### src/rtl/timer_ctrl_if.sv
// -----------------------------------------------------------------------------
// timer_ctrl_if
// Purpose : groups the command and status signals of timer_ctrl into a single
//           bundle. The controlling agent (CPU glue, board logic, testbench)
//           uses the master modport; the timer itself uses the slave modport.
// Signals :
//   start    master->slave  single-cycle launch / resume command
//   pause    master->slave  single-cycle freeze command
//   clear    master->slave  single-cycle abort command
//   terminal master->slave  WIDTH-bit end-of-run count (0 = full 2^WIDTH span)
//   count    slave->master  current count (registered)
//   tick     slave->master  one-cycle pulse on every count advance
//   done     slave->master  one-cycle pulse when a run reaches terminal
//   busy     slave->master  high while running or paused
//   state    slave->master  IDLE=00, RUN=01, PAUSE=10, DONE=11
// -----------------------------------------------------------------------------
interface timer_ctrl_if #(
  parameter int unsigned WIDTH = 4
);
  logic             start;
  logic             pause;
  logic             clear;
  logic [WIDTH-1:0] terminal;
  logic [WIDTH-1:0] count;
  logic             tick;
  logic             done;
  logic             busy;
  logic [1:0]       state;

  modport master (
    output start, pause, clear, terminal,
    input  count, tick, done, busy, state
  );

  modport slave (
    input  start, pause, clear, terminal,
    output count, tick, done, busy, state
  );
endinterface : timer_ctrl_if

### src/rtl/timer_ctrl.sv
// -----------------------------------------------------------------------------
// timer_ctrl
// Purpose : prescaled up-counter timer with start / pause / clear commands.
//           A prescaler divides clk by DIV; each prescaler wrap advances the
//           count by one and pulses tick. When the advanced count equals
//           terminal the run ends and done pulses.
// Parameters:
//   DIV    clk cycles per count tick (DIV >= 2)
//   WIDTH  width of count and terminal
// Ports   :
//   clk    system clock, all logic on its rising edge
//   rst    synchronous active-high reset
//   bus    timer_ctrl_if.slave (start/pause/clear/terminal in,
//          count/tick/done/busy/state out)
// Configuration macro:
//   TIMER_CTRL_AUTORELOAD_EN  defined   -> at the done edge count returns to 0
//                                          and the timer keeps running
//                             undefined -> at the done edge count holds
//                                          terminal and the timer enters DONE
// -----------------------------------------------------------------------------
module timer_ctrl #(
  parameter int unsigned DIV   = 12000000,
  parameter int unsigned WIDTH = 4
) (
  input  logic        clk,
  input  logic        rst,
  timer_ctrl_if.slave bus
);

  localparam int unsigned    PSC_W    = (DIV > 1) ? $clog2(DIV) : 1;
  localparam logic [PSC_W-1:0] PSC_LAST = PSC_W'(DIV - 1);

  typedef enum logic [1:0] {
    ST_IDLE  = 2'b00,
    ST_RUN   = 2'b01,
    ST_PAUSE = 2'b10,
    ST_DONE  = 2'b11
  } state_e;

  state_e           state_q, state_d;
  logic [PSC_W-1:0] psc_q,   psc_d;
  logic [WIDTH-1:0] count_q, count_d;
  logic             tick_q,  tick_d;
  logic             done_q,  done_d;
  logic [WIDTH-1:0] count_inc_s;

  // Wrapping increment; the same value is both the next count and the value
  // compared against terminal, so terminal=0 naturally means a full span.
  assign count_inc_s = count_q + {{(WIDTH-1){1'b0}}, 1'b1};

  // Next-state and next-output logic; clear outranks start, start outranks pause.
  always_comb begin
    state_d = state_q;
    psc_d   = psc_q;
    count_d = count_q;
    tick_d  = 1'b0;
    done_d  = 1'b0;

    if (bus.clear) begin
      state_d = ST_IDLE;
      psc_d   = {PSC_W{1'b0}};
      count_d = {WIDTH{1'b0}};
    end else begin
      case (state_q)
        ST_IDLE, ST_DONE: begin
          if (bus.start) begin
            state_d = ST_RUN;
            psc_d   = {PSC_W{1'b0}};
            count_d = {WIDTH{1'b0}};
          end else begin
            state_d = state_q;
          end
        end

        ST_PAUSE: begin
          // Resume keeps psc, so the interrupted tick period is completed.
          if (bus.start) begin
            state_d = ST_RUN;
          end else begin
            state_d = ST_PAUSE;
          end
        end

        ST_RUN: begin
          // start is meaningless while running, so pause is evaluated directly.
          if (bus.pause) begin
            state_d = ST_PAUSE;
          end else if (psc_q == PSC_LAST) begin
            psc_d   = {PSC_W{1'b0}};
            count_d = count_inc_s;
            tick_d  = 1'b1;
            if (count_inc_s == bus.terminal) begin
              done_d = 1'b1;
`ifdef TIMER_CTRL_AUTORELOAD_EN
              count_d = {WIDTH{1'b0}};
              state_d = ST_RUN;
`else
              count_d = count_inc_s;
              state_d = ST_DONE;
`endif
            end else begin
              done_d  = 1'b0;
              state_d = ST_RUN;
            end
          end else begin
            psc_d = psc_q + {{(PSC_W-1){1'b0}}, 1'b1};
          end
        end

        default: begin
          state_d = ST_IDLE;
          psc_d   = {PSC_W{1'b0}};
          count_d = {WIDTH{1'b0}};
        end
      endcase
    end
  end

  // State, prescaler, count and pulse registers with synchronous reset.
  always_ff @(posedge clk) begin
    if (rst) begin
      state_q <= ST_IDLE;
      psc_q   <= {PSC_W{1'b0}};
      count_q <= {WIDTH{1'b0}};
      tick_q  <= 1'b0;
      done_q  <= 1'b0;
    end else begin
      state_q <= state_d;
      psc_q   <= psc_d;
      count_q <= count_d;
      tick_q  <= tick_d;
      done_q  <= done_d;
    end
  end

  assign bus.count = count_q;
  assign bus.tick  = tick_q;
  assign bus.done  = done_q;
  assign bus.state = state_q;
  assign bus.busy  = (state_q == ST_RUN) || (state_q == ST_PAUSE);

endmodule : timer_ctrl

### src/flat_wrapper.sv
// flat-port wrapper written by rule: the top's interface ports become plain ports
module timer_ctrl_flat 
#(
  parameter int unsigned DIV   = 12000000,
  parameter int unsigned WIDTH = 4
)
  (clk, rst, bus_start, bus_pause, bus_clear, bus_terminal, bus_count, bus_tick, bus_done, bus_busy, bus_state);
  timer_ctrl_if #(.WIDTH(WIDTH)) bus_i ();
  input  logic clk;
  input  logic rst;
  input wire logic [$bits(bus_i.start)-1:0] bus_start;
  input wire logic [$bits(bus_i.pause)-1:0] bus_pause;
  input wire logic [$bits(bus_i.clear)-1:0] bus_clear;
  input wire logic [$bits(bus_i.terminal)-1:0] bus_terminal;
  output wire logic [$bits(bus_i.count)-1:0] bus_count;
  output wire logic [$bits(bus_i.tick)-1:0] bus_tick;
  output wire logic [$bits(bus_i.done)-1:0] bus_done;
  output wire logic [$bits(bus_i.busy)-1:0] bus_busy;
  output wire logic [$bits(bus_i.state)-1:0] bus_state;
  assign bus_i.start = bus_start;
  assign bus_i.pause = bus_pause;
  assign bus_i.clear = bus_clear;
  assign bus_i.terminal = bus_terminal;
  assign bus_count = bus_i.count;
  assign bus_tick = bus_i.tick;
  assign bus_done = bus_i.done;
  assign bus_busy = bus_i.busy;
  assign bus_state = bus_i.state;
  timer_ctrl #(.DIV(DIV), .WIDTH(WIDTH)) u_core (.clk(clk), .rst(rst), .bus(bus_i));
endmodule
### config.mk
export PLATFORM = sky130hd
export DESIGN_NAME = timer_ctrl_flat
export DESIGN_NICKNAME = d
export VERILOG_FILES = /design/src/rtl/timer_ctrl_if.sv /design/src/rtl/timer_ctrl.sv /design/src/flat_wrapper.sv
export SDC_FILE = /design/constraint.sdc
export NUM_CORES = 1
export LEC_CHECK = 0
export CORE_ASPECT_RATIO = 0.6
export CORE_MARGIN = 10
export CORE_UTILIZATION = 30
export DETAILED_ROUTE_END_ITERATION = 16
export SYNTH_ARGS = -nofsm -noshare
export SYNTH_HDL_FRONTEND = slang
export SYNTH_SLANG_ARGS = --single-unit
### constraint.sdc
create_clock -name clk -period 2.5 [get_ports clk]
set_clock_uncertainty 0.05 [all_clocks]
set_input_delay 0.5 -clock clk [delete_from_list [all_inputs] [get_ports clk]]
set_output_delay 0.5 -clock clk [all_outputs]
set_load 0.01 [all_outputs]
# == Word level (Yosys, flattened, before mapping) ==
# Index checks and enable logic that the tools add are counted.
# totals
output_inout_bits,9
rom_bits,0
ff_bits,32
mem_bits_rw,0
word_cells,44
mem_count,0
input_bits,9
latch_bits,0
# op_classes
order_cmp,0
n_mul,0
n_addsub,2
n_eq_ne,9
mux,16
div_mod_pow,0
bitwise_logic,2
n_shift,0
n_reduce_logical,10
# op_table
cell,count
24-bit two-way mux,3
24-bit one-hot mux with 2 select lines,1
24-bit by 1-bit adder with 24-bit output (second input constant),1
24-bit equality test (second input constant),1
4-bit two-way mux,3
2-bit two-way mux,5
4-bit one-hot mux with 2 select lines,1
2-bit one-hot mux with 3 select lines,1
5-bit OR reduction,1
4-bit by 1-bit adder with 4-bit output (second input constant),1
2-bit equality test (second input constant),2
4-bit equality test,1
2-bit inequality test (second input constant),2
4-bit AND reduction,1
2-bit OR reduction,2
4-bit OR reduction,1
3-bit by 2-bit inequality test with 1-bit output (second input constant),1
3-bit AND reduction,1
2-bit by 1-bit equality test with 1-bit output (second input constant),1
2-bit zero test,1
1-bit two-way mux,2
2-bit by 1-bit inequality test with 1-bit output (second input constant),1
1-bit NOT,2
2-bit AND reduction,1
2 further kinds,2

# == Logic depth before layout (Yosys ltp) ==
# Gate-level depths: netlist of the first run.
# logic_depth
word_depth,6
depth_mapped,9
depth_no_buf,7

# == Worst setup path after synthesis of the first run ==
# Ideal clock, no wire load.
# synth_timing
kind,flip-flop to flip-flop
startpoint,register u_core.state_q[0] (netlist: u_core.bus.state[0])
endpoint,register u_core.psc_q[21]
n_path_buf,1
setup_ps,129
arrival_ps,2096
stages_incl_launch_ff,9
setup_slack_ps,225
t_required_ps,2321
path_cell_list,dfxtp_1 > inv_1 > ha_1 > nor2b_1 > or3b_1 > clkbuf_1 > nor4_1 > xnor2_1 > nor2_1
# synth_via
elab_chain_cells,4
elab_cells_between_ends,9
classes_between,eq/ne (4); mux (1); reduce/logical (4)
# synth_rtl
item,line_no,source
from (decl),timer_ctrl.sv:40,"state_e state_q, state_d;"
from (signal assigned),timer_ctrl.sv:128,state_q <= state_d;
2-bit equality test or 2-bit zero test (tied branches),timer_ctrl.sv:64,case (state_q)
2-bit OR reduction,timer_ctrl.sv:64,
2-bit inequality test (no source line) or 2-bit nonzero test (tied branches),n/a,
3-bit AND reduction (no source line),n/a,
to (signal assigned),timer_ctrl.sv:123,psc_q <= {PSC_W{1'b0}};
to (signal assigned),timer_ctrl.sv:129,psc_q <= psc_d;
to (decl),timer_ctrl.sv:41,"logic [PSC_W-1:0] psc_q, psc_d;"
# Parallel ways exist; a longest one is shown, timed or not.
# A chain may end at the register's enable or synchronous reset.

# == Worst setup path after layout of the first run ==
# Ends and elaborated chain as after synthesis.

==> flow_summary.json, run 1 <==
{
  "outcome": "complete, no violations",
  "drc_errors": 0,
  "yosysWarningCount": 0,
  "place_hpwl_um": 3917,
  "switching_share": 0.2448,
  "seq_power_share": 0.501,
  "crit_required_ns": 2.63,
  "rsz0062_at_grt": "no",
  "power_uw": 1021,
  "grt_first_pass_wirelength_um": 8576,
  "vias_per_cell": 5.352,
  "cts_sinks": 32,
  "combPwrFrac": 0.082,
  "die_area_mm2": 0.009918,
  "hp-class": "flip-flop to flip-flop",
  "fin_util": 0.3766,
  "io_pins": 18,
  "antenna_found_initial": 0,
  "ys_ff_latch": 32,
  "synth-async-reset-ratio": 0,
  "start_kind": "flip-flop",
  "grt_pass1_vias": 1624,
  "avgSynthCellArea_um2": 8.226,
  "yosysSeqAreaShare": 0.3416,
  "antenna-diode-count": 0,
  "wl_per_cell_um": 15.48,
  "synth_edf_count": 0,
  "die_w_um": 122.1,
  "ctsResizeCount": 0,
  "p_sw_uw": 249.9,
  "ys.flop_type": "dfxtp_1",
  "end_kind": "flip-flop",
  "cts-root-buf": "clkbuf_8",
  "cp_data_arrival_time_ns": 2.41,
  "setup_tns_ns": 0,
  "criticalPathCategory": "flip-flop to flip-flop",
  "clockBufferDepth": 2,
  "finalCriticalPeriod_ns": 2.278,
  "htree_levels": 2,
  "fillCellCount": 627,
  "rows": 22,
  "hold_viol_final": 0,
  "finalSetupViolCount": 0,
  "drive_above_1_share": 0.1128,
  "design_area_mm2": 0.002291,
  "die-height_um": 81.25,
  "hold_buffers": 0,
  "gp_congestion": 0.8938,
  "worst_slew_pin_slew_ns": 0.6165,
  "vias": 1825,
  "place_inst": 333,
  "max_freq_ghz": 0.4391,
  "ant_nets": 0,
  "initial_utilization": 0.3083,
  "netlist-cell-type-count": 47,
  "synth_area_mm2": 0.001876,
  "nets": 269,
  "period_share": 0.9110,
  "synth_nets": 241,
  "routed_wl_um": 5279,
  "post-cts-setup-buffers": 0,
  "cts_buffers": 5,
  "io_buffers": 17,
  "drt-pass1-iter-count": 4,
  "maxSlewHeadroom": 0.5832,
  "vdd_ir_drop_max_v": 0.0001600,
  "grt_overflow_total": 0,
  "cts_tree": "done",
  "syn2layout_area_growth_pct": 22.15,
  "internal-power_uw": 770.8,
  "grt_max_degree": 16,
  "worst-path-max-fanout": 13,
  "p_clk_frac": 0.418,
  "track_usage": 0.1096,
  "finalMaxSlewViolations": 0,
  "drt_iter0_markers": 137,
  "final_cell_count_no_fill": 341,
  "leakage_uw": 0.0007455,
  "clk_latency_ns": 0.29,
  "power.density_mw_per_mm2": 445.5,
  "synthCells": 228,
  "max_cap_viol_count": 0,
  "core-area_mm2": 0.006083,
  "place_area_mm2": 0.002201,
  "clk_pin_slew_ns": 0.07
}
==> cells by family (layout without fill, tap and decap cells) <==
family	count (synthesis)	after routing	share of synthesized area
AO/OA/AOI/OAI	38	38	0.1474
XOR/XNOR	18	18	0.08406
adder cells (fa/ha/maj)	4	4	0.02669
buffers and inverters	18	47	0.04536
flip-flops	32	32	0.3416
AND/OR/NAND/NOR	118	118	0.3549
==> state kept, by name (all words and copies together), names as in the netlist <==
| signal | cells |
|---|---|
| u_core.bus.state | 2 |
| u_core.psc_q | 24 |
| u_core.bus.tick | 1 |
| u_core.bus.done | 1 |
| u_core.bus.count | 4 |
==> layout by cell type (no fill, tap or decap), drive strengths merged, types with 3 or more instances in the layout <==
master / n
a21oi: 4
a31oi: 4
a41oi: 3
and2: 4
and3: 7
and4: 5
buf: 14
clkbuf: 8
clkdlybuf4s50: 17
dfxtp: 32
ha: 4
inv: 8
nand2: 20
nand3: 10
nand4: 14
nand4b: 3
nor2: 22
nor2b: 3
nor3: 7
nor4: 7
nor4b: 4
o211ai: 3
o21ai: 11
o311ai: 3
or3: 3
xnor2: 10
xor2: 8
==> cells in the mapped netlist, types with 2 or more instances <==
cell type  number  area (um^2)
nor2b_1         3        18.77
nand3_1        10        50.05
a31oi_1         4        25.02
and4_1          5        43.79
nand2_1        19        71.32
inv_1           8        30.03
a32oi_1         2        17.52
or2_2           2        12.51
o21a_1          2        15.01
nor4b_1         3        26.28
buf_6           2        22.52
nor3_1          7        35.03
nand2b_1        2        12.51
and3_1          6        37.54
xor2_1          8        70.07
ha_1            4        50.05
nor2_1         22        82.58
o311ai_0        2        17.52
a21oi_1         4        20.02
o211ai_1        3        22.52
nand4b_1        3        26.28
o21ai_0        10        50.05
nand3b_1        2        15.01
or3_1           3        18.77
dfxtp_1        32        640.6
and2_1          4        25.02
nand4_1        14        87.58
xnor2_1        10        87.58
clkbuf_1        6        22.52
a41oi_1         2        17.52
nor4_1          7        43.79
buf_2           2        10.01
==> through the flow <==
step	setup WS, ns	hold WS (ns)
6_report	0.2225	0.4479
4_1_cts	0.2343	0.4457
5_1_grt	0.04156	0.4844
3_5_place_dp	0.04592	0.4349
2_1_floorplan	0.2246	0.4072
3_3_place_gp	0.1131	0.4227
==> power groups by stage <==
stage,Sequential (uW),Clock [uW],Combinational [uW]
CTS,511,438,82.8
global route,511,457,90.6
finish,511,426,83.4
global placement,523,0,81.4
detailed placement,523,0,82.5
floorplan,524,0,42.6
==> worst max-delay path: stages (launching register included) <==
cell and delay (ns):
dfxtp_1 0.33, inv_1 0.04, ha_1 0.36, nor2b_1 0.17, or3b_1 0.59, nor4_1 0.41, xnor2_1 0.17, nor2_1 0.05
==> metal layers <==
metal	wire length, um	track usage	vias to the layer above	share of wire
met1	2857	0.1666	869	0.54
met2	2009	0.1413	46	0.38
met4	50	0.03162	0	0.0095
li1	-	-	905	-
met3	362	0.03116	5	0.069
met5	0	0	-	0
==> layout make-up <==
type | count | area, um^2 | area share
multi-input cells | 178 | 1150 | 0.5019
flip-flops and latches | 32 | 640.6 | 0.2796
repair buffers | 31 | 275.3 | 0.1202
well taps | 84 | 105.1 | 0.04588
clock buffers | 8 | 90.09 | 0.03932
inverters | 8 | 30.03 | 0.01311
==> final timing paths <==
path                          to           startpoint  slack (ns)  depth (start not counted)
max             u_core.psc_q[21]  u_core.bus.state[0]        0.22                          7
min          u_core.bus.count[1]  u_core.bus.count[1]        0.45                          2
max reg2reg     u_core.psc_q[21]  u_core.bus.state[0]        0.22                          7
min reg2reg  u_core.bus.count[1]  u_core.bus.count[1]        0.45                          2
Note: power is estimated with default switching activity, not from simulation.
==> inputs of run 2 (changes only) <==
--- a/config.mk
+++ b/config.mk
@@ -6,8 +6,9 @@
 export NUM_CORES = 1
 export LEC_CHECK = 0
 export CORE_ASPECT_RATIO = 0.6
-export CORE_MARGIN = 10
+export CORE_MARGIN = 8
 export CORE_UTILIZATION = 30
+export CTS_BUF_LIST = sky130_fd_sc_hd__clkbuf_16
 export DETAILED_ROUTE_END_ITERATION = 16
 export SYNTH_ARGS = -nofsm -noshare
 export SYNTH_HDL_FRONTEND = slang
==> run 2 against run 1 <==
Combinational power rose by 3.7%. Core utilization increased by 1.6 points. Die area is 8.0% lower. Sequential cell count unchanged. Setup slack improved by 0.010 ns. Via count up 1.3%. Wire length increased by 0.17%. Register-to-register slack barely moved. Sequential power is essentially flat. Sequential share of layout area fell by 1.2 points. Fmax is 0.45% higher. Hold slack better by 0.0013 ns.
==> flow_summary.json, run 2 (synthesis results as in run 1) <==
{
  "drt_iter0_markers": 119,
  "core-area_mm2": 0.006083,
  "combPwrFrac": 0.074,
  "grt_first_pass_wirelength_um": 8914,
  "cts_sinks": 32,
  "max_freq_ghz": 0.4410,
  "start_kind": "flip-flop",
  "criticalPathCategory": "flip-flop to flip-flop",
  "routed_wl_um": 5288,
  "crit_start": "u_core.bus.state[0]",
  "final_cell_count_no_fill": 348,
  "drc_errors": 0,
  "cts_buffers": 5,
  "antenna-diode-count": 0,
  "worst_slew_pin_slew_ns": 0.5977,
  "hp-start": "u_core.bus.count[1]",
  "hp-class": "flip-flop to flip-flop",
  "wl_per_cell_um": 15.20,
  "max_cap_viol_count": 0,
  "final_cell_mix": "32 x dfxtp_1, 22 x nor2_1, 21 x buf_4",
  "finalSetupViolCount": 0,
  "grt_pass1_vias": 1713,
  "setup_tns_ns": 0,
  "pre_cts_slack_ns": 0.08847,
  "vdd_ir_drop_max_v": 0.0002176,
  "clk_latency_ns": 0.27,
  "drt-pass1-iter-count": 4,
  "regMostFlops": "u_core.psc_q",
  "clk_pin_slew_ns": 0.05,
  "finalMaxSlewViolations": 0,
  "worst-path-max-fanout": 12,
  "fillCellCount": 626,
  "ctsResizeCount": 0,
  "r2r_slack_ns": 0.23,
  "crit_path_end": "u_core.psc_q[4]",
  "power.density_mw_per_mm2": 486.3,
  "period_share": 0.9070,
  "grt_max_degree": 15,
  "rr_worst_depth": 7,
  "syn2layout_area_growth_pct": 27.42,
  "switching_share": 0.2193,
  "crit_required_ns": 2.61,
  "nets": 276,
  "hold_viol_final": 0,
  "antenna_found_initial": 0,
  "die_w_um": 118.1,
  "drive_above_1_share": 0.1326,
  "leakage_uw": 0.0008082,
  "place_inst": 340,
  "cts-root-buf": "clkbuf_16",
  "die-height_um": 77.25,
  "rows": 22,
  "internal-power_uw": 907.3,
  "track_usage": 0.1191,
  "largest_reg_flops": 24,
  "outcome": "complete, no violations",
  "io_buffers": 17,
  "end_kind": "flip-flop",
  "post-cts-setup-buffers": 0,
  "gp_congestion": 0.8482,
  "cp_data_arrival_time_ns": 2.38,
  "p_clk_frac": 0.485,
  "rsz0062_at_grt": "no",
  "place_hpwl_um": 4040,
  "p_sw_uw": 254.9,
  "die_area_mm2": 0.009121,
  "clockBufferDepth": 2,
  "hold_buffers": 0,
  "r2r-end": "u_core.psc_q[4]",
  "initial_utilization": 0.3083,
  "htree_levels": 2,
  "io_pins": 18,
  "finalCriticalPeriod_ns": 2.267,
  "ant_nets": 0,
  "seq_power_share": 0.441,
  "maxSlewHeadroom": 0.6001,
  "vias_per_cell": 5.313,
  "vias": 1849,
  "rr_startpoint": "u_core.bus.state[0]",
  "grt_overflow_total": 0,
  "cts_tree": "done",
  "worst_slack_ns": 0.2326,
  "final_common_cell": "dfxtp_1"
}
==> run 2: final cells by class <==
cell class,instances,area (um^2),area share
repair buffers,38,327.8,0.1372
inverters,8,30.03,0.01257
well taps,84,105.1,0.04398
clock inverters,3,11.26,0.004712
flip-flops and latches,32,640.6,0.2681
multi-input cells,178,1150,0.4812
clock buffers,5,125.1,0.05236
==> run 2: power groups by stage <==
stage	Clock [uW]	Combinational, uW	Sequential [uW]
2_1_floorplan	0	42.6	524
3_3_place_gp	0	84.0	523
3_5_place_dp	0	85.7	523
4_1_cts	584	86.1	512
5_1_grt	612	94.2	512
6_report	563	86.5	512
==> run 2: how the worst min path moves through the flow <==
stage / cells past startpoint / end / slack [ns]
after CTS: 2 / u_core.bus.count[1] / 0.45
after global placement: 2 / u_core.psc_q[0] / 0.43
final: 2 / u_core.bus.count[1] / 0.45
after detailed placement: 2 / u_core.bus.count[1] / 0.44
after global routing: 2 / u_core.bus.count[1] / 0.48
after floorplan: 2 / u_core.psc_q[0] / 0.41
==> run 2: per-layer routing <==
layer  up-vias  part of all wire  GRT usage
met5         -                 0          0
met4         0             0.010    0.03431
met3         8             0.075    0.02997
met2        51              0.38     0.1558
met1       878              0.53     0.1803
li1        912                 -          -
==> run 2: worst max-delay path, stage by stage, from the launching register on <==
cell     delay [ns]
dfxtp_1        0.32
inv_1          0.05
ha_1           0.37
nor2b_1        0.18
or3b_1         0.57
o21ai_1        0.30
buf_4          0.24
nor2_1         0.07
==> run 2: stage by stage <==
stage	utilization	area, um^2	total power, uW	hold WS, ns
floorplan	-	1876	566.3	0.4072
global placement	0.3704	2253	606.7	0.4308
detailed placement	0.3704	2253	608.5	0.4408
CTS	0.3928	2390	1182	0.4487
global route	0.3928	2390	1218	0.4812
finish	0.3928	2390	1162	0.4492
==> inputs of run 3 (changes only) <==
--- a/config.mk
+++ b/config.mk
@@ -6,10 +6,10 @@
 export NUM_CORES = 1
 export LEC_CHECK = 0
 export CORE_ASPECT_RATIO = 0.6
-export CORE_MARGIN = 8
-export CORE_UTILIZATION = 30
+export CORE_UTILIZATION = 56
 export CTS_BUF_LIST = sky130_fd_sc_hd__clkbuf_16
 export DETAILED_ROUTE_END_ITERATION = 16
+export PLACE_DENSITY = 0.78
 export SYNTH_ARGS = -nofsm -noshare
 export SYNTH_HDL_FRONTEND = slang
 export SYNTH_SLANG_ARGS = --single-unit
==> run 3 against run 2 <==
Register-to-register slack worse by 0.07 ns. Sequential cell count unchanged. Core utilization up 37 points. Combinational power up 3.0%. Die area down 61%. Critical path type unchanged. Critical endpoint is now u_core.psc_q[23]. Largest power group unchanged. Highest routed layer unchanged.
==> flow_summary.json, run 3 (synthesis results as in run 1) <==
{
  "regMostFlops": "u_core.psc_q",
  "drc_errors": 0,
  "rows": 15,
  "wl_met3_um": 506,
  "max_cap_viol_count": 0,
  "io_buffers": 17,
  "met1Wirelength_um": 2441,
  "power.density_mw_per_mm2": 508.5,
  "finalCriticalPeriod_ns": 2.340,
  "largest_reg_flops": 24,
  "grt_max_degree": 15,
  "antenna-diode-count": 0,
  "place_inst": 292,
  "worst-path-max-fanout": 12,
  "clockBufferDepth": 2,
  "period_share": 0.9361,
  "cts-root-buf": "clkbuf_16",
  "finalSetupViolCount": 0,
  "grt_overflow_total": 0,
  "fin_util": 0.7594,
  "start_kind": "flip-flop",
  "ant_nets": 0,
  "vdd_ir_drop_max_v": 0.0004987,
  "grt_pass1_vias": 1708,
  "criticalPathCategory": "flip-flop to flip-flop",
  "combPwrFrac": 0.076,
  "die-height_um": 46.83,
  "crit_required_ns": 2.61,
  "wl_met2_um": 2337,
  "initial_utilization": 0.6207,
  "place_area_mm2": 0.002156,
  "clk_pin_slew_ns": 0.05,
  "pre_cts_slack_ns": 0.05238,
  "cp_data_arrival_time_ns": 2.45,
  "die_area_mm2": 0.003592,
  "internal-power_uw": 908.4,
  "drive_above_1_share": 0.1163,
  "end_kind": "flip-flop",
  "post-cts-setup-buffers": 0,
  "nets": 270,
  "hold_viol_final": 0,
  "worst_slew_pin_slew_ns": 0.7491,
  "grt_first_pass_wirelength_um": 8411,
  "leakage_uw": 0.0007761,
  "p_clk_frac": 0.484,
  "setup_tns_ns": 0,
  "vias": 1946,
  "drt_iter0_markers": 182,
  "routed_wl_um": 5368,
  "drt-pass1-iter-count": 4,
  "syn2layout_area_growth_pct": 22.35,
  "switching_share": 0.2215,
  "clk_latency_ns": 0.27,
  "hp-class": "flip-flop to flip-flop",
  "max_freq_ghz": 0.4273,
  "antenna_found_initial": 0,
  "final_common_cell": "dfxtp_1",
  "seq_power_share": 0.440,
  "io_pins": 18,
  "final_cell_mix": "32 x dfxtp_1, 22 x nor2_1, 19 x nand2_1",
  "core-area_mm2": 0.003022,
  "wl_per_cell_um": 17.89,
  "cts_sinks": 32,
  "cts_buffers": 5,
  "finalMaxSlewViolations": 0,
  "final_cell_count_no_fill": 300,
  "vias_per_cell": 6.487,
  "worst_slack_ns": 0.1597,
  "htree_levels": 2,
  "routed.top_layer": "met4",
  "track_usage": 0.3126,
  "outcome": "complete, no violations",
  "place_hpwl_um": 3783,
  "p_sw_uw": 258.4,
  "rsz0062_at_grt": "no",
  "gp_congestion": 0.8545,
  "cts_tree": "done",
  "die_w_um": 76.71,
  "design_area_mm2": 0.002295,
  "maxSlewHeadroom": 0.4935
}
## run 3: worst max-delay path: stages, from the launching register on
cell and delay (ns):
dfxtp_1 0.37, nor4b_1 0.69, a41oi_2 0.45, o21ai_1 0.31, buf_4 0.25, nor2_1 0.08
## run 3: worst paths after layout
check                            from             endpoint  slack [ns]  cells after the start
hold reg to reg   u_core.bus.count[1]  u_core.bus.count[1]        0.45                      2
setup / recovery     u_core.psc_q[13]     u_core.psc_q[23]        0.16                      5
hold / removal    u_core.bus.count[1]  u_core.bus.count[1]        0.45                      2
setup reg to reg     u_core.psc_q[13]     u_core.psc_q[23]        0.16                      5
## run 3: area by class of cell
type / instances / area (um^2)
Fill cell: 213 / 726.9
Clock buffer: 5 / 125.1
Sequential cell: 32 / 640.6
Inverter: 8 / 30.03
Tap cell: 42 / 52.55
Clock inverter: 3 / 11.26
Multi-Input combinational cell: 178 / 1152
Timing Repair Buffer: 32 / 282.8
## run 3: repair_timing
| action | in CTS | in global routing |
|---|---|---|
| endpoints found under the setup margin | 0 | 1 |
| hold buffers | 0 | 0 |
| gates resized for setup | 0 | 1 |
## run 3: metal layers
metal	up-vias	track usage
li1	907	-
met1	908	0.4106
met2	119	0.5179
met3	12	0.08544
met4	0	0.09615
met5	-	0
## run 3: through the flow
| step | power [uW] | hold WS [ns] |
|---|---|---|
| 5_1_grt | 1198 | 0.4758 |
| 6_report | 1167 | 0.4536 |
| 3_3_place_gp | 603.3 | 0.4173 |
| 3_5_place_dp | 606.9 | 0.4441 |
| 4_1_cts | 1166 | 0.4525 |
| 2_1_floorplan | 566.3 | 0.4072 |
## run 3: power by group through the flow
stage	sequential, uW	combinational, uW	clock (uW)
after floorplan	524	42.6	0
after global placement	523	80.0	0
after detailed placement	523	83.4	0
after CTS	513	84.5	568
after global routing	513	93.1	592
final	513	89.1	565
